### config.mk
export PLATFORM = sky130hd
export DESIGN_NAME = apb_dual_master_ctrl
export DESIGN_NICKNAME = d
export VERILOG_FILES = /design/src/rtl/apb_dual_master_ctrl_pkg.sv /design/src/rtl/apb_dual_master_ctrl_arb.sv /design/src/rtl/apb_dual_master_ctrl.sv
export SDC_FILE = /design/constraint.sdc
export NUM_CORES = 1
export LEC_CHECK = 0
export CAP_MARGIN = 20
export CELL_PAD_IN_SITES_DETAIL_PLACEMENT = 1
export CELL_PAD_IN_SITES_GLOBAL_PLACEMENT = 2
export CORE_MARGIN = 2
export CORE_UTILIZATION = 25
export CTS_BUF_LIST = sky130_fd_sc_hd__clkbuf_2
export DETAILED_ROUTE_END_ITERATION = 10
export PLACE_DENSITY_LB_ADDON = 0.2
export SLEW_MARGIN = 20
export SYNTH_ARGS = -nofsm -noshare
export SYNTH_HDL_FRONTEND = slang
export SYNTH_SLANG_ARGS = --single-unit
### constraint.sdc
create_clock -name PCLK -period 2.1 [get_ports PCLK]
set_clock_uncertainty 0.15 [all_clocks]
set_input_delay 0.21 -clock PCLK [delete_from_list [all_inputs] [get_ports PCLK]]
set_output_delay 0.21 -clock PCLK [all_outputs]
set_load 0.01 [all_outputs]
### src/rtl/apb_dual_master_ctrl_pkg.sv
// Shared state encoding and id constants for apb_dual_master_ctrl.
// Optional feature macro used by the controller: APB_TIMEOUT_EN.
package apb_ctrl_pkg;

  typedef enum logic [1:0] {
    ST_IDLE   = 2'd0,
    ST_SETUP  = 2'd1,
    ST_ACCESS = 2'd2
  } apb_state_e;

  localparam logic REQ_M0 = 1'b0;
  localparam logic REQ_M1 = 1'b1;

  localparam logic SLV_1 = 1'b0;
  localparam logic SLV_2 = 1'b1;

endpackage

### src/rtl/apb_dual_master_ctrl_arb.sv
// Two-way round-robin arbiter: the requester that was not granted last wins a tie.
module apb_rr_arbiter
  import apb_ctrl_pkg::*;
(
  input  logic [1:0] i_valid,
  input  logic       i_last,
  input  logic       i_en,
  output logic [1:0] o_grant
);

  // One-hot grant, only while the controller can accept a new request
  always_comb begin
    o_grant = 2'b00;
    if (i_en) begin
      case (i_valid)
        2'b01:   o_grant = 2'b01;
        2'b10:   o_grant = 2'b10;
        2'b11:   o_grant = (i_last == REQ_M1) ? 2'b01 : 2'b10;
        default: o_grant = 2'b00;
      endcase
    end else begin
      o_grant = 2'b00;
    end
  end

endmodule

### src/rtl/apb_dual_master_ctrl.sv
// Dual-requester APB master: arbitrates m0/m1, runs SETUP/ACCESS towards two slaves.
// Define APB_TIMEOUT_EN to abort ACCESS phases that exceed TIMEOUT_CYCLES with err=1.
module apb_dual_master_ctrl
  import apb_ctrl_pkg::*;
#(
  parameter int ADDR_W  = 8,
  parameter int DATA_W  = 8,
  parameter int SEL_BIT = 7
`ifdef APB_TIMEOUT_EN
  ,
  parameter int TIMEOUT_CYCLES = 16
`endif
) (
  input  logic              PCLK,
  input  logic              PRESETn,
  input  logic              m0_valid,
  input  logic              m0_write,
  input  logic [ADDR_W-1:0] m0_addr,
  input  logic [DATA_W-1:0] m0_wdata,
  output logic              m0_ack,
  output logic              m0_done,
  output logic [DATA_W-1:0] m0_rdata,
  output logic              m0_err,
  input  logic              m1_valid,
  input  logic              m1_write,
  input  logic [ADDR_W-1:0] m1_addr,
  input  logic [DATA_W-1:0] m1_wdata,
  output logic              m1_ack,
  output logic              m1_done,
  output logic [DATA_W-1:0] m1_rdata,
  output logic              m1_err,
  output logic [ADDR_W-1:0] PADDR,
  output logic [DATA_W-1:0] PWDATA,
  output logic              PWRITE,
  output logic              PENABLE,
  output logic              PSEL1,
  output logic              PSEL2,
  input  logic              PREADY1,
  input  logic              PREADY2,
  input  logic [DATA_W-1:0] PRDATA1,
  input  logic [DATA_W-1:0] PRDATA2
);

  apb_state_e        r_state, w_next_state;
  logic              r_last, r_owner;
  logic [1:0]        w_valid, w_grant, r_done, r_err;
  logic              w_arb_en, w_sel_ready, w_complete, w_timeout, w_req_write;
  logic [ADDR_W-1:0] w_req_addr;
  logic [DATA_W-1:0] w_req_wdata, w_sel_rdata, w_done_rdata, r_rdata0, r_rdata1;

  // Only the selected slave's handshake is observed
  assign w_valid     = {m1_valid, m0_valid};
  assign w_sel_ready = PSEL2 ? PREADY2 : PREADY1;
  assign w_sel_rdata = PSEL2 ? PRDATA2 : PRDATA1;
  assign w_complete  = (r_state == ST_ACCESS) && (w_sel_ready || w_timeout);
  assign w_arb_en    = (r_state == ST_IDLE) || w_complete;

  apb_rr_arbiter u_arb (
    .i_valid (w_valid),
    .i_last  (r_last),
    .i_en    (w_arb_en),
    .o_grant (w_grant)
  );

  assign m0_ack      = w_grant[0];
  assign m1_ack      = w_grant[1];
  assign w_req_write = w_grant[1] ? m1_write : m0_write;
  assign w_req_addr  = w_grant[1] ? m1_addr  : m0_addr;
  assign w_req_wdata = w_grant[1] ? m1_wdata : m0_wdata;
  assign w_done_rdata = (PWRITE || w_timeout) ? {DATA_W{1'b0}} : w_sel_rdata;

`ifdef APB_TIMEOUT_EN
  localparam int CNT_W = $clog2(TIMEOUT_CYCLES) + 1;
  logic [CNT_W-1:0] r_tmo_cnt;

  // Counts ACCESS cycles that end without PREADY
  always_ff @(posedge PCLK or negedge PRESETn) begin
    if (!PRESETn) begin
      r_tmo_cnt <= {CNT_W{1'b0}};
    end else if (r_state == ST_SETUP) begin
      r_tmo_cnt <= {CNT_W{1'b0}};
    end else if ((r_state == ST_ACCESS) && !w_sel_ready) begin
      r_tmo_cnt <= r_tmo_cnt + {{(CNT_W-1){1'b0}}, 1'b1};
    end
  end

  assign w_timeout = (r_state == ST_ACCESS) && !w_sel_ready &&
                     (r_tmo_cnt == CNT_W'(TIMEOUT_CYCLES - 1));
`else
  assign w_timeout = 1'b0;
`endif

  // State register
  always_ff @(posedge PCLK or negedge PRESETn) begin
    if (!PRESETn) r_state <= ST_IDLE;
    else          r_state <= w_next_state;
  end

  // Next state: a completing ACCESS hands straight to SETUP when a new grant exists
  always_comb begin
    w_next_state = r_state;
    case (r_state)
      ST_IDLE:   w_next_state = (|w_grant) ? ST_SETUP : ST_IDLE;
      ST_SETUP:  w_next_state = ST_ACCESS;
      ST_ACCESS: begin
        if (w_complete) w_next_state = (|w_grant) ? ST_SETUP : ST_IDLE;
        else            w_next_state = ST_ACCESS;
      end
      default:   w_next_state = ST_IDLE;
    endcase
  end

  // APB request registers, loaded on grant and held through wait states
  always_ff @(posedge PCLK or negedge PRESETn) begin
    if (!PRESETn) begin
      PADDR   <= {ADDR_W{1'b0}};
      PWDATA  <= {DATA_W{1'b0}};
      PWRITE  <= 1'b0;
      PENABLE <= 1'b0;
      PSEL1   <= 1'b0;
      PSEL2   <= 1'b0;
      r_owner <= REQ_M0;
      r_last  <= REQ_M1;
    end else if (|w_grant) begin
      PADDR   <= w_req_addr;
      PWRITE  <= w_req_write;
      PWDATA  <= w_req_write ? w_req_wdata : {DATA_W{1'b0}};
      PSEL1   <= (w_req_addr[SEL_BIT] == SLV_1);
      PSEL2   <= (w_req_addr[SEL_BIT] == SLV_2);
      PENABLE <= 1'b0;
      r_owner <= w_grant[1];
      r_last  <= w_grant[1];
    end else if (r_state == ST_SETUP) begin
      PENABLE <= 1'b1;
    end else if (w_complete) begin
      PSEL1   <= 1'b0;
      PSEL2   <= 1'b0;
      PENABLE <= 1'b0;
    end
  end

  // Completion pulse, error flag and read data for the owning requester only
  always_ff @(posedge PCLK or negedge PRESETn) begin
    if (!PRESETn) begin
      r_done   <= 2'b00;
      r_err    <= 2'b00;
      r_rdata0 <= {DATA_W{1'b0}};
      r_rdata1 <= {DATA_W{1'b0}};
    end else if (w_complete) begin
      r_done <= (r_owner == REQ_M1) ? 2'b10 : 2'b01;
      r_err  <= (r_owner == REQ_M1) ? {w_timeout, 1'b0} : {1'b0, w_timeout};
      if (r_owner == REQ_M1) r_rdata1 <= w_done_rdata;
      else                   r_rdata0 <= w_done_rdata;
    end else begin
      r_done <= 2'b00;
      r_err  <= 2'b00;
    end
  end

  assign m0_done  = r_done[0];
  assign m1_done  = r_done[1];
  assign m0_err   = r_err[0];
  assign m1_err   = r_err[1];
  assign m0_rdata = r_rdata0;
  assign m1_rdata = r_rdata1;

endmodule

==> reports/results.md <==
| Result | Reported |
|:---|:---|
| Crit path time final | 1.99 ns |
| Vias per cell | 4.42 |
| Die span in x | 93.6 µm |
| Total of endpoints with negative setup slack in the final report | 0 |
| Sinks on the clock net | 42 |
| Count of filler cells inserted in the layout | 850 |
| Post-route fraction of the period consumed by the critical path | 0.946 |
| Clock transition at the register clock pins on the worst setup and hold paths after CTS | 0.20 ns |
| Initial core utilization | 0.259 |
| Count of nets left with antenna violations after detail routing | 0 |
| Number of global-route vias before repair | 1710 |
| Worst hold path class | primary input to async pin |
| Most frequent cells in the layout | 92 x clkdlybuf4s50_1, 41 x dfrtp_1, 31 x mux2_2 |
| Fraction of final layout cells sized beyond drive strength 1 | 0.235 |
| Total area of multi-input combinational cells | 851 µm² |
| CTS buffer count | 5 |
| Total wirelength of the detailed-routed design | 5320 µm |
| Path type of the worst setup path | flip-flop to output pin |
| Area fraction of the dominant cell type after synthesis | 0.511 |
| CTS Root Buffer Type | clkbuf_2 |
| PD cells | 1180 nW/µm² |
| Relative slew margins | 0.434 |
| Vias after detailed routing | 1617 |
| Warnings, synthesis | 0 |
| Total die area | 8770 µm² |
| Post-synthesis cell type count | 32 |
| Start point of the critical path | PSEL2$_DFFE_PN0P_ |
| 1st-pass router iterations | 4 |
| CTS tree | yes |
| Sort of element at the start of the critical path | flip-flop |
| Total inserted antenna cells | 0 |
| Static leakage power | 1.36 nW |
| Area added between synthesis and finish | 59.1% |
| Latest clock arrival within the worst-skew pair | 0.39 ns |
| R2R Path Start | PSEL2$_DFFE_PN0P_ |
| Highest clock rate | 503 MHz |
| Total overflow reported by the global router | 0 |
| Setup crit end kind | output pin |
| Total count of hold-check failures in the final report | 0 |
| Data required, critical path | 1.74 ns |
| Storage cell area | 1050 µm² |
| H-Tree Level Count | 2 |
| Pre-CTS setup slack | -0.0628 ns |
| Fin. max-slew vios | 0 |
| Chip height | 93.6 µm |
| Detail-routed net length per standard cell | 14.5 µm |
| Total global-route track usage | 0.128 |
| Placed Cells incl. Taps | 357 |
| Max Cap Viol | 0 |
| Maximum clock insertion buffer count | 2 |
| Data arrival time at the worst-slack endpoint | 1.63 ns |
| CP max FO | 10 |
| Final Net Count | 320 |
| Floorplan Core Area | 7770 µm² |
| Final setup margin | 0.114 ns |
| Antenna violations before repair | 0 |
| HPWL reported at the end of detailed placement | 4090 µm |
| Quantity of I/O buffers inserted on ports | 95 |
| Iter 0 DRT Violations | 57 |
| Remaining DRCs | 0 |
| Total negative setup slack | 0 ns |
| Outcome | complete, no violations |
| Slack of the worst reg-to-reg path | 0.20 ns |
| Slew at the pin closest to its max-slew limit | 0.849 ns |
| Mapped Cells | 156 |
| First-pass GRT wire length | 8760 µm |
| GPL Wtd Cong | 0.690 |
| Post-layout instance count excluding filler cells | 366 |
| Worst VDD drop | 0.000345 V |
| Number of standard-cell rows in the floorplan | 32 |
| Most common cell after layout, fill and taps aside | clkdlybuf4s50_1 |
| Count of state elements after synthesis | 42 |
| I/O pin count | 98 |
| RSZ-0062 raised after global routing | true |
| Cell taking the most area after synthesis | dfrtp_1 |
| Seq/Total Area, Yosys | 0.524 |
| Average cell area after synthesis | 12.9 µm² |
| Leading post-synthesis cells by cell area | dfrtp_1 51%, mux2_2 17%, mux2i_1 9.5%, o32ai_1 3.5%, inv_1 2.2% |
| Pin count of the biggest net entering global routing | 28 |
| Worst Reg-to-Reg Cells | 5 |
| Netlist Area Pre-Place | 2010 µm² |
where the power goes:
part / total, mW / switching [mW] / internal, mW
Clock: 0.337 / 0.250 / 0.0868
Sequential: 1.39 / 0.229 / 1.16
Combinational: 2.04 / 0.836 / 1.21
sequential cells by signal (all words and copies together), names as in the netlist:
signal    cells
PADDR         8
PENABLE       1
PSEL1         1
PSEL2         1
PWDATA        8
PWRITE        1
m0_rdata      8
m1_rdata      8
r_done        2
r_last        1
r_owner       1
r_state       2
per-layer routing:
metal	track usage	wire length (µm)	vias to the layer above
met5	0	0	-
met4	0.0399	27	0
met3	0.0387	351	3
met2	0.207	2660	53
met1	0.164	2280	800
li1	-	-	761
what timing repair did:
action / 4_1_cts / 5_1_grt
pin swaps: 0 / 1
setup endpoints to repair: 2 / 3
endpoints found under the hold margin: 24 / 0
resized for setup: 6 / 2
hold buffers: 1 / 0
buffers inserted: 0 / 1
path summary, 6_finish.rpt:
kind	end
min in group PCLK	PWDATA[7]$_DFFE_PN0P_
worst max-delay path	PSEL2
worst min register to register	r_last$_DFFE_PN1P_
worst min-delay path	PWDATA[7]$_DFFE_PN0P_
worst max register to register	PADDR[4]$_DFFE_PN0P_
max in group asynchronous	m0_rdata[4]$_DFFE_PN0P_
synth_stat cells:
| master | instances |
|---|---|
| a21boi_0 | 1 |
| nor2_1 | 9 |
| and2_1 | 1 |
| nor3b_1 | 1 |
| o21a_1 | 1 |
| clkbuf_1 | 1 |
| buf_4 | 3 |
| a211o_1 | 1 |
| dfrtp_1 | 41 |
| nor2b_1 | 1 |
| a211oi_2 | 1 |
| nand3_1 | 1 |
| dfstp_2 | 1 |
| inv_1 | 12 |
| buf_2 | 3 |
| o21ai_0 | 4 |
| nor3_4 | 1 |
| o2bb2ai_1 | 1 |
| a22o_1 | 1 |
| o32ai_1 | 8 |
| a32oi_1 | 1 |
| mux2_2 | 31 |
| o22ai_1 | 1 |
| a21o_1 | 1 |
| a21oi_1 | 1 |
| mux2i_1 | 19 |
| a22oi_1 | 1 |
| conb_1 | 1 |
| buf_6 | 3 |
| buf_1 | 1 |
| mux2i_4 | 1 |
| nand2b_1 | 2 |
logic make-up (layout without fill, tap and decap cells):
group           after synthesis  count (layout)  synth area share
flops                        42              42             0.524
other cells                   1               2           0.00187
mux                          51              51             0.280
buf+inv                      23             130            0.0617
simple gates                 16              16            0.0436
compound gates               23              23            0.0891
critical path, cell delays in order (launching register included):
cell,delay (ns)
dfrtp_1,0.44
buf_4,0.24
clkdlybuf4s50_1,0.56
through the flow:
| stage | total power, mW | instance area, µm² | hold WS, ns | utilization |
|---|---|---|---|---|
| global route | 4.07 | 3190 | 0.196 | 0.411 |
| finish | 3.77 | 3190 | 0.187 | 0.411 |
| global placement | 3.46 | 3150 | 0.123 | 0.405 |
| floorplan | 2.42 | 2010 | -0.236 | - |
| CTS | 3.86 | 3190 | 0.172 | 0.411 |
| detailed placement | 3.51 | 3150 | 0.133 | 0.405 |
layout make-up:
| cell class | instances | area share |
|---|---|---|
| Inverter | 12 | 0.0141 |
| Clock buffer | 7 | 0.0110 |
| Timing Repair Buffer | 111 | 0.339 |
| Sequential cell | 42 | 0.329 |
| Tap cell | 102 | 0.0400 |
| Multi-Input combinational cell | 92 | 0.266 |
Note: power is estimated with default switching activity, not from simulation.
